`config.mk`:
```
export PLATFORM = sky130hd
export DESIGN_NAME = mult_unit
export DESIGN_NICKNAME = d
export VERILOG_FILES = /design/src/rtl/mult_unit.sv
export SDC_FILE = /design/constraint.sdc
export NUM_CORES = 1
export LEC_CHECK = 0
export CORE_MARGIN = 4
export CORE_UTILIZATION = 58
export DETAILED_ROUTE_END_ITERATION = 10
export PLACE_DENSITY = 0.82
export RECOVER_POWER = 50
export SYNTH_ARGS = -nofsm -noshare
export SYNTH_HDL_FRONTEND = slang
export SYNTH_SLANG_ARGS = --single-unit
```
`constraint.sdc`:
```
create_clock -name clk -period 3.63 [get_ports clk]
set_input_delay 0.726 -clock clk [delete_from_list [all_inputs] [get_ports clk]]
set_output_delay 0.726 -clock clk [all_outputs]
set_load 0.02 [all_outputs]
```
`src/rtl/mult_unit.sv`:
```
// Iterative shift-add multiplier for MULT/MULTU.
// One 32-bit add per cycle: the partial-product high word plus the multiplicand
// (when the current multiplier bit is set). The operation runs on operand magnitudes,
// and the sign is applied in a final fix-up cycle.
module mult_unit #(
  parameter int WIDTH = 32
) (
  input  logic             clk,
  input  logic             rst_n,
  input  logic             start,
  input  logic             is_signed,
  input  logic [WIDTH-1:0] a,
  input  logic [WIDTH-1:0] b,
  output logic             busy,
  output logic             done,
  output logic [WIDTH-1:0] hi,
  output logic [WIDTH-1:0] lo
);

  localparam int CNT_W = $clog2(WIDTH) + 1;

  typedef enum logic [1:0] {
    IDLE = 2'd0,
    CALC = 2'd1,
    FIX  = 2'd2
  } state_t;

  state_t               state;
  logic [CNT_W-1:0]     cnt;
  logic [WIDTH-1:0]     mcand;
  logic [WIDTH-1:0]     mplier;
  logic                 neg;
  logic [2*WIDTH-1:0]   p;
  logic [WIDTH:0]       sum;
  logic [2*WIDTH-1:0]   result;

  // Magnitude of a two's-complement operand; the most negative value maps to
  // itself, which is the correct magnitude once read as unsigned.
  function automatic logic [WIDTH-1:0] abs_val(input logic signed [WIDTH-1:0] x,
                                               input logic sgn);
    logic signed [WIDTH-1:0] m;
    m = (sgn && (x < 0)) ? -x : x;
    return m;
  endfunction

  // Two's-complement negation of the full-width product.
  function automatic logic [2*WIDTH-1:0] negate(input logic [2*WIDTH-1:0] x);
    return ~x + (2*WIDTH)'(1);
  endfunction

  // One iteration's add: high word plus the gated multiplicand, carry kept as bit WIDTH.
  assign sum = {1'b0, p[2*WIDTH-1:WIDTH]} + {1'b0, (mplier[0] ? mcand : '0)};

  // Sign fix-up applied only on the final cycle.
  assign result = neg ? negate(p) : p;

  // Control FSM together with the operand, partial-product and result registers.
  always_ff @(posedge clk or negedge rst_n) begin
    if (!rst_n) begin
      state  <= IDLE;
      cnt    <= '0;
      mcand  <= '0;
      mplier <= '0;
      neg    <= 1'b0;
      p      <= '0;
      busy   <= 1'b0;
      done   <= 1'b0;
      hi     <= '0;
      lo     <= '0;
    end else begin
      done <= 1'b0;
      case (state)
        IDLE: begin
          if (start) begin
            mcand  <= abs_val(a, is_signed);
            mplier <= abs_val(b, is_signed);
            neg    <= is_signed & (a[WIDTH-1] ^ b[WIDTH-1]);
            p      <= '0;
            cnt    <= '0;
            busy   <= 1'b1;
            state  <= CALC;
          end
        end
        CALC: begin
          p      <= {sum, p[WIDTH-1:1]};
          mplier <= mplier >> 1;
          cnt    <= cnt + CNT_W'(1);
          if (cnt == CNT_W'(WIDTH - 1)) begin
            state <= FIX;
          end
        end
        FIX: begin
          hi    <= result[2*WIDTH-1:WIDTH];
          lo    <= result[WIDTH-1:0];
          done  <= 1'b1;
          busy  <= 1'b0;
          state <= IDLE;
        end
        default: begin
          state <= IDLE;
          busy  <= 1'b0;
        end
      endcase
    end
  end

endmodule

```
==> results <==
- The flow ran to the end, but the final reports show violations.
- The checks that failed: max-capacitance violations, max-slew violations.
- On the worst path, the slowest cell contributes a delay of between 400 and 500 ps.
- The via count of the first global-routing pass is just over 10,000.
- The die is ~150 um wide.
- The die footprint is 0.02334 mm2.
- The remaining max-slew budget at the tightest pin is -53.95%.
- For this run, design rule violations remaining after detail routing come to 0.
- The clock insertion delay at the later pin of the skew report is slightly above 500 ps.
- The setup TNS is 0 ps.
- Entering global routing, the biggest net connects between 100 and 150 pins.
- Setup repair after global routing left no endpoint under its margin.
- The final-report setup violation count is 0.
- The congestion estimate from routability-driven global placement came to ~0.93.
- The number of antenna diodes is 0.
- The via-per-instance ratio is slightly above 6.
- In this run the number of H-tree levels came out at 1.
- The detailed router's first-iteration violation count is a little under 700.
- The tree is rooted in a sky130_fd_sc_hd__clkbuf_16.
- Power spread over the standard cell area amounts to between 700 and 800 mW/mm2.
- The global route total overflow is 0.
- The worst hold path belongs to the class in2async.
- Hold repair after CTS inserted 0 buffers.
- The cell type contributing the most total cell area after synthesis is sky130_fd_sc_hd__dfrtp_1.
- Global routing used between 20% and 30% of the available tracks across all layers.
- The maximum achievable frequency is ~310 MHz.
- The routed wirelength normalized by instance count is between 15 and 20 um.
- The worst-case IR drop observed on VDD is 0.3293 mV.
- The primary flip-flop cell chosen by synthesis mapping is sky130_fd_sc_hd__dfrtp_1.
- After synthesis, the mean cell area works out to about 8.9 um2.
- Summing the sequential cell areas from Yosys gives a little over two fifths of the chip area.
- Subtracting the final worst setup slack from the clock period gives around 3200 ps.
- The analysis attributes to cell leakage a power of around 6 nW.
- The total chip power is about 11 mW.
- The first global-routing pass estimated 51,700 um of wire.
- Net switching is approximately two fifths of the power.
- Of the available clock period, the critical path in the final layout requires about nine tenths.
- In this run the remaining antenna-violating nets after routing total 0.
- The detailed placer's ending HPWL is ~23,000 um.
- In the synthesized netlist the async set-or-reset flop fraction comes to between 90% and 100%.
- The fraction of power consumed by sequential logic is 35.4%.
- Across all setup checks in the final design, the least slack found is between 400 and 500 ps.
- After synthesis, the most frequently instantiated cells are sky130_fd_sc_hd__dfrtp_1, sky130_fd_sc_hd__nand2_1, sky130_fd_sc_hd__o21ai_0, sky130_fd_sc_hd__xor2_1, sky130_fd_sc_hd__clkbuf_1.
- The initialized floorplan defines 52 standard-cell rows.
- Across the routed clock network, the largest skew measured is approximately 12 ps.
- The final-report hold violation count was 0.
- The routed design has slightly above 30,000 um of wire.
- The placeable core area is 0.02043 mm2.
- The effective utilization at floorplan is roughly 59%.
- After the last flow step, the layout net total stands at between 1,500 and 2,000.
- Counting distinct cell types in the post-synthesis netlist gives 60.
- In this run, synthesis inferred 0 flip-flops with an integrated enable.
- The worst-path cell with the longest stage delay is sky130_fd_sc_hd__o41ai_1.
- The critical path data required time is 4000 ps.
- Yosys printed 0 warnings.
- At the placement stage, the worst setup path has a slack of 204.4 ps.
- The final number of max-transition violations was 175.
- STA classifies the critical path endpoint as a flip-flop.
- The initial antenna violation count is 0.
- After synthesis the netlist holds a flip-flop and latch count of between 200 and 250.
- The cell type group with the largest total delay on the critical path is compound AO/OA/AOI/OAI gates.
- The largest fanout on the critical path is 8.
- The signal on the critical path passes through and2_1, ha_1, inv_1, fa_1, nor2b_1, o2111ai_1, nand2_1, a211oi_1, buf_4, o41ai_1, buf_4, nor2b_1, o21ai_0.
- The number of vias in the routed layout is ~11,000.
- Once the clock tree was built, the resizer swapped 0 gates to a different size.
- The clock network accounts for around a fifth of the total power.
- The first-pass iteration count of the detailed router is 5.
- The cell internal power dissipation is between 6 and 7 mW.
- The area share of the largest cell type after synthesis is between 40% and 50%.
- Combinational logic is responsible for roughly 43% of the overall power.
- Port buffering added around 130 buffers.
- The setup slack of the worst register-to-register path is around 430 ps.
- The mapped cell area is ~0.012 mm2.
- The kind of launch point of the worst setup path is a flip-flop.
- After clock tree synthesis, the clock-pin slew on the worst setup and hold paths is 60 ps.
- The count of fill cells added during filler insertion is approximately 1,600.
- The category of the most critical setup path is reg2reg.
- The setup fix buffers added after clock tree synthesis is 0.
- The count of buffering cells on the critical path with inverters included is 3.
- The die height is between 150 and 200 um.
- TritonCTS built the clock tree.
- The I/O pin total is 134.
- The net count of the mapped netlist is 1,474.
- Synthesis produced a netlist whose cell count is about 1,400.
- Clock tree synthesis found a total of a little over 200 sinks.
- The post-route netlist has about 5.9% of its cells at a drive strength greater than 1.
- The net switching power is ~4.7 mW.
- At the pin with the least slew margin, the transition time is about 2300 ps.
- The clock passes through at most 3 buffers.
- Sorting the synthesized cells by area gives the leading types as sky130_fd_sc_hd__dfrtp_1, sky130_fd_sc_hd__o21ai_0, sky130_fd_sc_hd__xor2_1, sky130_fd_sc_hd__nand2_1, sky130_fd_sc_hd__xnor2_1.
- The max-capacitance violation count is 5.
- The clock buffer count from CTS is 22.
- The data arrival time of the critical path is about 3600 ps.
- The layout overhead on the synthesized area is 19.12%.
==> power by group through the flow <==
| stage | logic, mW | registers (mW) | clock network [mW] |
|---|---|---|---|
| final | 4.95 | 4.04 | 2.43 |
| after global placement | 4.80 | 4.00 | 0 |
| after floorplan | 3.69 | 3.72 | 0 |
| after CTS | 4.95 | 4.01 | 2.46 |
| after global routing | 5.53 | 4.15 | 2.57 |
| after detailed placement | 4.91 | 4.04 | 0 |
==> flip-flops by register name (all words and copies together) (netlist names) <==
name	flops
state	2
neg	1
hi	32
cnt	6
mplier	32
busy	1
lo	32
done	1
mcand	32
p	64
==> stage by stage <==
stage,instance area (um2),hold slack [ps],util [%],cells
2_1_floorplan,12150,430.4,-,1369
3_3_place_gp,13760,453.7,67.34,1717
3_5_place_dp,13760,466.6,67.34,1717
4_1_cts,14550,192.9,71.22,1757
5_1_grt,14480,196.0,70.87,1757
6_report,14480,172.9,70.87,1757
==> placed cells by master, fill, tap and decap left out, drive strengths merged, types with 37 or more instances in the layout <==
cell,netlist,routed
a21oi,67,67
and2,39,39
clkbuf,74,37
clkdlybuf4s50,0,128
dfrtp,203,203
nand2,204,204
nor2,52,52
o21ai,200,200
xnor2,55,55
xor2,94,94
==> worst register-to-register path, delay by kind of cell, from the launching register on <==
kind / cells / cell delay (ps)
adder cells (fa/ha/maj): 2 / 630
flip-flops: 1 / 430
AND/OR/NAND/NOR: 4 / 730
buffers and inverters: 3 / 460
AO/OA/AOI/OAI: 4 / 830
==> cells by family after synthesis <==
group	synth area share (%)
AND/OR/NAND/NOR	17.87
AO/OA/AOI/OAI	22.48
flip-flops	41.80
XOR/XNOR	10.74
buffers and inverters	2.996
adder cells (fa/ha/maj)	3.871
multiplexers	0.2471
==> layer usage <==
layer  global-route usage, %  vias up  share of wire (%)
met5                       0        -                  0
met4                   7.552        0                2.4
met3                   2.982       56                6.5
met2                   42.32      381                 47
met1                   37.13     5099                 44
li1                        -     5134                  -
==> layout make-up <==
| cell class | instances | area, um2 | share of cell area, % |
|---|---|---|---|
| Timing Repair Buffer | 154 | 1470 | 10.15 |
| Inverter | 21 | 78.83 | 0.5445 |
| Multi-Input combinational cell | 1069 | 6718 | 46.40 |
| Sequential cell | 203 | 5081 | 35.10 |
| Clock buffer | 28 | 613.1 | 4.235 |
| Tap cell | 270 | 337.8 | 2.333 |
| Clock inverter | 12 | 178.9 | 1.236 |
==> worst paths after layout <==
| path | cells after the start | end | start |
|---|---|---|---|
| worst max-delay path | 13 | p[61]$_DFFE_PN0P_ | mplier[0]$_DFFE_PN0P_ |
| worst min-delay path | 1 | hi[2]$_DFFE_PN0P_ | rst_n |
| min in group clk | 2 | mcand[23]$_DFFE_PN0P_ | mcand[23]$_DFFE_PN0P_ |
| max in group asynchronous | 2 | mcand[1]$_DFFE_PN0P_ | rst_n |
| worst max register to register | 13 | p[61]$_DFFE_PN0P_ | mplier[0]$_DFFE_PN0P_ |
| worst min register to register | 2 | mcand[23]$_DFFE_PN0P_ | mcand[23]$_DFFE_PN0P_ |
No activity file was read; power rests on OpenSTA's default activity.
